### src/rtl/instr_fetch_unit.sv
// instr_fetch_unit: program counter and fetch stage feeding decode/execute.
// Drives a word-aligned fetch address to instruction memory, captures the
// returned word into an output holding register and presents it with its PC
// over a valid/ready handshake. Supports redirect (flush), halt and a fetch
// counter.
//
// Optional feature macro: FETCH_ALIGN_CHECK_EN
//   defined   -> misaligned redirects are rejected, set sticky misalign_err
//                and halt the fetch FSM.
//   undefined -> redirect_target[1:0] is zeroed; misalign_err port absent.
//
// Ports:
//   clk, rst             clock, asynchronous active-high reset
//   Instruction_addr     fetch address (the PC register)
//   Instruction_Data     instruction word for Instruction_addr (combinational)
//   redirect_valid/target  load a new PC, flushing the output register
//   halt_req             stop fetching after the current cycle
//   instr_valid/ready    output handshake
//   instr_out, instr_pc, instr_pc_plus4  held instruction and its address
//   fetch_count          fetches since reset (wraps)
//   halted               FSM is in HALTED
//   misalign_err         sticky misaligned-redirect flag (macro builds only)
module instr_fetch_unit #(
  parameter int unsigned            ADDR_SIZE   = 32,
  parameter int unsigned            INSTR_WIDTH = 32,
  parameter logic [ADDR_SIZE-1:0]   RESET_PC    = '0
) (
  input  logic                   clk,
  input  logic                   rst,
  output logic [ADDR_SIZE-1:0]   Instruction_addr,
  input  logic [INSTR_WIDTH-1:0] Instruction_Data,
  input  logic                   redirect_valid,
  input  logic [ADDR_SIZE-1:0]   redirect_target,
  input  logic                   halt_req,
  output logic                   instr_valid,
  input  logic                   instr_ready,
  output logic [INSTR_WIDTH-1:0] instr_out,
  output logic [ADDR_SIZE-1:0]   instr_pc,
  output logic [ADDR_SIZE-1:0]   instr_pc_plus4,
  output logic [31:0]            fetch_count,
`ifdef FETCH_ALIGN_CHECK_EN
  output logic                   misalign_err,
`endif
  output logic                   halted
);

  localparam int unsigned CNT_W = 32;

  typedef enum logic [1:0] {START, RUN, HALTED} state_t;

  state_t                 state, state_next;
  logic [ADDR_SIZE-1:0]   pc, pc_next;
  logic                   valid_next;
  logic [INSTR_WIDTH-1:0] out_next;
  logic [ADDR_SIZE-1:0]   ipc_next, p4_next;
  logic [CNT_W-1:0]       cnt_next;
  logic                   do_fetch, do_redirect;
`ifdef FETCH_ALIGN_CHECK_EN
  logic                   err_next;
`endif

  assign Instruction_addr = pc;

  // State register
  always_ff @(posedge clk or posedge rst) begin
    if (rst) state <= START;
    else     state <= state_next;
  end

  // Next-state and datapath next values; redirect overrides fetch/stall/halt
  always_comb begin
    state_next  = state;
    pc_next     = pc;
    valid_next  = instr_valid;
    out_next    = instr_out;
    ipc_next    = instr_pc;
    p4_next     = instr_pc_plus4;
    cnt_next    = fetch_count;
    do_fetch    = 1'b0;
    do_redirect = 1'b0;
`ifdef FETCH_ALIGN_CHECK_EN
    err_next    = misalign_err;
`endif

    case (state)
      START: state_next = RUN;
      RUN: begin
        if (redirect_valid) begin
          do_redirect = 1'b1;
        end else begin
          do_fetch = !instr_valid || instr_ready;
          if (halt_req) state_next = HALTED;
        end
      end
      HALTED: begin
        if (redirect_valid) begin
          do_redirect = 1'b1;
          state_next  = RUN;
        end else if (instr_valid && instr_ready) begin
          valid_next = 1'b0;
        end
      end
      default: state_next = START;
    endcase

    if (do_redirect) begin
      valid_next = 1'b0;
`ifdef FETCH_ALIGN_CHECK_EN
      // Misaligned target: flush but keep the PC and stop fetching
      if (redirect_target[1:0] != 2'b00) begin
        err_next   = 1'b1;
        state_next = HALTED;
      end else begin
        pc_next = redirect_target & ~ADDR_SIZE'(3);
      end
`else
      pc_next = redirect_target & ~ADDR_SIZE'(3);
`endif
    end

    if (do_fetch) begin
      out_next   = Instruction_Data;
      ipc_next   = pc;
      p4_next    = pc + ADDR_SIZE'(4);
      valid_next = 1'b1;
      pc_next    = pc + ADDR_SIZE'(4);
      cnt_next   = fetch_count + CNT_W'(1);
    end
  end

  // Datapath and output registers
  always_ff @(posedge clk or posedge rst) begin
    if (rst) begin
      pc             <= RESET_PC;
      instr_valid    <= 1'b0;
      instr_out      <= '0;
      instr_pc       <= '0;
      instr_pc_plus4 <= ADDR_SIZE'(4);
      fetch_count    <= '0;
      halted         <= 1'b0;
`ifdef FETCH_ALIGN_CHECK_EN
      misalign_err   <= 1'b0;
`endif
    end else begin
      pc             <= pc_next;
      instr_valid    <= valid_next;
      instr_out      <= out_next;
      instr_pc       <= ipc_next;
      instr_pc_plus4 <= p4_next;
      fetch_count    <= cnt_next;
      halted         <= (state_next == HALTED);
`ifdef FETCH_ALIGN_CHECK_EN
      misalign_err   <= err_next;
`endif
    end
  end

endmodule

### config.mk
export PLATFORM = sky130hd
export DESIGN_NAME = instr_fetch_unit
export DESIGN_NICKNAME = d
export VERILOG_FILES = /design/src/rtl/instr_fetch_unit.sv
export SDC_FILE = /design/constraint.sdc
export NUM_CORES = 1
export LEC_CHECK = 0
export BUFFER_PORTS_ARGS = -buffer_cell sky130_fd_sc_hd__buf_2
export CORE_ASPECT_RATIO = 1.4
export CORE_MARGIN = 3
export CORE_UTILIZATION = 29
export CTS_BUF_LIST = sky130_fd_sc_hd__clkbuf_4
export CTS_CLUSTER_DIAMETER = 200
export CTS_CLUSTER_SIZE = 14
export DETAILED_ROUTE_END_ITERATION = 10
export GPL_ROUTABILITY_DRIVEN = 1
export PLACE_DENSITY = 0.57
export SLEW_MARGIN = 20
export SYNTH_ARGS = -nofsm -noshare
export SYNTH_HDL_FRONTEND = slang
export SYNTH_SLANG_ARGS = --single-unit
### constraint.sdc
create_clock -name clk -period 10.45 [get_ports clk]
set_clock_uncertainty 0.2 [all_clocks]
set_input_delay 1.5675 -clock clk [delete_from_list [all_inputs] [get_ports clk]]
set_output_delay 1.5675 -clock clk [all_outputs]
set_load 0.03 [all_outputs]
# Word level (Yosys, flattened, before mapping)

Index checks and enable logic that the tools add are counted.

Register bits after elaboration: 164
Output and inout bits: 162
Word-level logic and storage cells: 38

Add/subtract/negate cells: 2
Equal/unequal tests: 4
Multiplexer cells: 15
Reductions and logical operators: 9

Operators with widths:

| kind                                                  | count |
|---|---|
| two-way mux 32 bit                                    | 2 |
| adder 32 x 1 -> 32 bit, second input constant         | 1 |
| adder 32 x 3 -> 32 bit, second input constant         | 1 |
| two-way mux 1 bit                                     | 9 |
| two-way mux 2 bit                                     | 3 |
| one-hot mux 2 bit (3 select lines)                    | 1 |
| nonzero test 3 bit                                    | 2 |
| == test 2 bit, second input constant                  | 2 |
| inequality test 3 x 1 -> 1 bit, second input constant | 1 |
| AND reduction 3 bit                                   | 1 |
| == test 2 x 1 -> 1 bit, second input constant         | 1 |
| logical NOT 2 bit                                     | 1 |
| nonzero test 2 bit                                    | 1 |
| OR reduction 2 bit                                    | 1 |
| logical AND 1 bit                                     | 1 |
| logical NOT 1 bit                                     | 1 |
| logical OR 1 bit                                      | 1 |

# Depth between registers and ports, before layout

Depth in word-level cells: 6
Depth in mapped cells: 8
Depth with buffers taken out: 7

# Least setup slack after synthesis

No wires, ideal clock.

Path kind: input to register
Start point: in redirect_valid
End point: reg pc[15] (netlist: Instruction_addr[15])
Setup time: 0.138 ns
Arrival: 2.711 ns
Data required time: 10.112 ns
Slack: 7.401 ns
Cell stages on the path: 5
Buffers on the path: 2
Path through: nand2b_1 nor2_1 clkbuf_1 clkbuf_1 a21oi_1

Word-level cells in the longest chain between the ends: 3

RTL lines:

| what                                                            | RTL line | RTL |
|---|---|---|
| start, declared                                                 | 32       | `input logic redirect_valid,` |
| two-way mux 1 bit (on tied branches)                            | 88, 96   |  |
| two-way mux 1 bit (on tied branches)                            | -        |  |
| two-way mux 32 bit / nonzero test 2 bit (equally long branches) | -        |  |
| end signal, assigned                                            | 145      | `pc <= pc_next;` |
| end, declared                                                   | 52       | `logic [ADDR_SIZE-1:0] pc, pc_next;` |

Parallel ways exist; a longest one is shown, timed or not.
A chain may end at the register's enable or synchronous reset.

# Worst setup path after layout

Start point: in instr_ready
End point: reg pc[11] (netlist: Instruction_addr[11])

Word-level cells in the longest chain between the ends: 4

RTL lines:

| what                                                            | RTL line | RTL |
|---|---|---|
| start, declared                                                 | 36       | `input logic instr_ready,` |
| logical OR 1 bit (*)                                            | 91       | `do_fetch = !instr_valid \|\| instr_ready;` |
| two-way mux 1 bit (*)                                           | 88       | `if (redirect_valid) begin` |
| two-way mux 1 bit (*)                                           | 85       | `case (state)` |
| two-way mux 32 bit / nonzero test 2 bit (equally long branches) | -        |  |

Every way passes the cells marked *; elsewhere a longest branch is shown, timed or not.

==> impl_summary.md <==
Floorplan
The cell row count is 66. The die is 138 µm wide. The core area is 23,600 µm². The height of the die is 191 µm.

The starting utilization of the core area is 0.299. 231 I/O pins were placed. The die footprint is 26,200 µm².

Clock network
The count of H-tree levels built during CTS is 4. The total of hold buffers inserted after clock tree synthesis is 0. The clock sink count is 158. The CTS buffer count is 17. The root buffer cell is clkbuf_4.

The clock-pin slew on the worst setup and hold paths is 0.13 ns. The latest clock arrival within the worst-skew pair is 0.57 ns. The post-cts sizing count is 0. The clock tree from TritonCTS is yes. No sink is reached through more buffers than the 2 on the longest clock path. The post-CTS repair timing setup buffer count is 0.

Yosys
The fraction of post-synthesis cell area in the top cell type by area is 0.557. The share of the synthesized area in compound gates (AO/OA/AOI/OAI) is 0.0839. The synthesized flop and latch total is 158. The count of flip-flops with a built-in enable after synthesis is 0.

After synthesis, the share of cell area in mux cells is 0.00461. The biggest area contributor in the post-synthesis netlist is dfrtp_1. Of the total synthesized cell area, the portion taken by XOR and XNOR cells is 0.0733. Of the total synthesized cell area, the portion taken by AND, OR, NAND and NOR gates is 0.230. Summing every instance area after synthesis gives 7050 µm². The portion of the post-synthesis area used by sequential elements is 0.561. The adder-cell area share of the yosys netlist is 0.0142. The average instance in the mapped netlist occupies 9.50 µm². The dominant combinational cell family by area after synthesis is simple AND/OR/NAND/NOR gates. By area the synthesized netlist is led by dfrtp_1 56%, nand2_1 13%, xor2_1 3.9%, xnor2_1 3.5%, o21ai_0 2.6%. Counting flops with an async set or reset pin after synthesis yields a share of 1.00. The most common flop cell mapped by yosys is dfrtp_1. The yosys synthesis warning count is 0. After technology mapping, the gate count stands at about 740. The netlist uses 51 different library cells.

Final layout
The total non-filler cell area in the finished layout is 8780 µm². The top cell types in the final layout, fill and taps aside, are 242 x nand2_1, 222 x buf_2, 157 x dfrtp_1, 36 x o21ai_0. The library cell used most frequently in the layout, excluding fill and tap cells, is nand2_1. After the last flow step, the layout net total stands at 1,030.

The layout has 2,496 filler cells. The ratio of cells with drive above 1 in the final layout is 0.287. From synthesis to final layout, the design area changed by 24.5%.

Route
After detailed routing, the number of remaining DRC violations is 0. For this block, the via count after detailed routing is 5,933. After detailed routing, the number of vias per cell comes to 4.66.

The number of DRC markers in iteration 0 is between 200 and 300. The average wire per standard cell is approximately 16 µm. After detailed routing, the total wire length is 20,000 µm. The first-pass iteration count of the detailed router is 4. Once detail routing completed, the nets flagged for antenna violations numbered 0.

Worst setup path
The required time of the worst setup path is 10.72 ns. The kind of cell with the highest combined delay on the critical path is simple AND/OR/NAND/NOR gates. The critical path data arrival time is about 3.5 ns. Traced cell by cell, the critical path runs through buf_2 -> nand2b_1 -> nand2_4 -> nand2_1 -> o21a_1 -> o221a_2. The category of the worst setup path launch point is an input pin. The cell with the largest stage delay on the worst path is nand2_1. The kind of end point of the critical path is a register. The worst setup path is of the input pin to register kind. The worst stage delay on the critical path is 0.71 ns. The number of buffers and inverters on the critical path is 1. In this run the worst path has a maximum fanout of 40.

Power
The switching power of the nets is 1.48 mW. Of the total power, registers draw 0.364. Of the total power, the share spent switching nets is 0.496.

The peak ir drop on the vdd network is 0.148 mV. The total leakage power is 4.47 nW. The cell area power density is approximately 340 nW/µm².

The internal power of the cells totals 1.50 mW. The share of power burned in the clock network is 0.146. The share of total power dissipated in combinational logic is 0.490.

Global route
For this run, global-route usage on met1 was measured as 0.194. The total global-route track usage is 0.156. The via count of the first global-routing pass was between 5k and 6k. For this run, global-route usage on met3 was measured as 0.0380. Entering global routing, the biggest net connects 93 pins. For this run, global-route usage on met2 was measured as 0.261. The global route total overflow is 0. The first global-routing pass estimated 32,000 µm of wire. The layer carrying the most global-route usage is met2.

The initial antenna violation count came to 1.

Placed design
The detailed-placement wirelength estimate is between 10,000 and 15,000 µm. Summing all placed instances gives a cell area of 8440 µm². The routability congestion estimate is 0.782. The count of buffers added on input and output ports is 222.

Timing
The relative max-transition margin is 0.352. The minimum clock period after layout is 3.27 ns. The count of pins over their slew limit came to 0. The count of final hold-check violations is 0.

The post-route fraction of the period consumed by the critical path is 0.313. Setup repair after global routing left no endpoint under its margin. At the pin with the least slew margin, the transition time is 0.970 ns. The maximum clock frequency is 306 MHz.

After routing, the total negative slack on setup checks comes to 0 ns. The total of endpoints with negative setup slack in the final report is 0.

Worst hold path
The worst hold path belongs to the class register to register.

Flow run
The tool flagged a number of max-cap violations equal to 0.

Outcome
The run finished with clean final reports.
[cell families (layout without fill, tap and decap cells)]
family          after synthesis  count (layout)
compound gates              100             100
xor+xnor                     59              59
fa+ha+maj                     8               8
buf+inv                      52             270
flops                       158             158
mux                           3               3
other cells                   1               7
simple gates                361             361
[final timing paths]
kind / end / start / slack [ns] / depth (start not counted)
max: Instruction_addr[11]$_DFFE_PP0P_ / instr_ready / 7.18 / 6
min: fetch_count[31]$_DFFE_PP0P_ / fetch_count[31]$_DFFE_PP0P_ / 0.28 / 1
max reg2reg: Instruction_addr[4]$_DFFE_PP0P_ / state[1]$_DFF_PP0_ / 7.51 / 7
min reg2reg: fetch_count[31]$_DFFE_PP0P_ / fetch_count[31]$_DFFE_PP0P_ / 0.28 / 1
max in group asynchronous: fetch_count[10]$_DFFE_PP0P_ / rst / 7.61 / 3
min in group asynchronous: instr_out[0]$_DFFE_PP0P_ / rst / 0.94 / 2
[layout make-up]
class                      count  area (µm²)  area share
inverter                      11        46.3     0.00528
timing repair buffer         228        1160       0.132
antenna                        1        2.50    0.000285
tap                          306         383      0.0436
sequential                   158        3960       0.451
clock inverter                13         196      0.0224
clock buffer                  18         135      0.0154
multi-input combinational    537        2900       0.331
[registers in the layout (all words and copies together) (netlist names)]
register and flops:
instr_pc_plus4 30, Instruction_addr 30, instr_out 32, instr_pc 30
halted 1, state 2, fetch_count 32, instr_valid 1
[Yosys cell counts (all sizes together) (6+ instances only)]
library cell	n
clkbuf	30
nand2	243
buf	11
xor2	31
a21oi	27
xnor2	28
ha	8
nor2	32
nor2b	6
inv	11
and4	8
o22ai	16
and3	7
nand2b	7
nand3	22
nand4	17
o21ai	39
dfrtp	157
[metal layers]
metal	vias to the layer above	routed length (µm)
met2	153	10000
met4	0	371
met3	19	1120
met1	2882	8480
met5	-	0
li1	2879	-
[power groups by stage]
stage,Clock [mW],Sequential [mW],Combinational (mW)
2_1_floorplan,0,1.53,0.565
3_3_place_gp,0,1.09,1.47
3_5_place_dp,0,1.10,1.48
4_1_cts,0.456,1.09,1.48
5_1_grt,0.475,1.13,1.60
6_report,0.434,1.08,1.46
[metrics by stage]
| step | hold WS, ns | instances | util | worst slack (ns) | total power, mW |
|---|---|---|---|---|---|
| final | 0.281 | 1272 | 0.372 | 7.18 | 2.98 |
| after CTS | 0.279 | 1271 | 0.371 | 7.15 | 3.03 |
| after global placement | 0.254 | 1240 | 0.357 | 6.56 | 2.56 |
| after floorplan | 0.398 | 747 | - | 4.42 | 2.10 |
| after global routing | 0.303 | 1272 | 0.372 | 7.09 | 3.21 |
| after detailed placement | 0.256 | 1240 | 0.357 | 6.56 | 2.58 |
No activity file was read; power rests on OpenSTA's default activity.
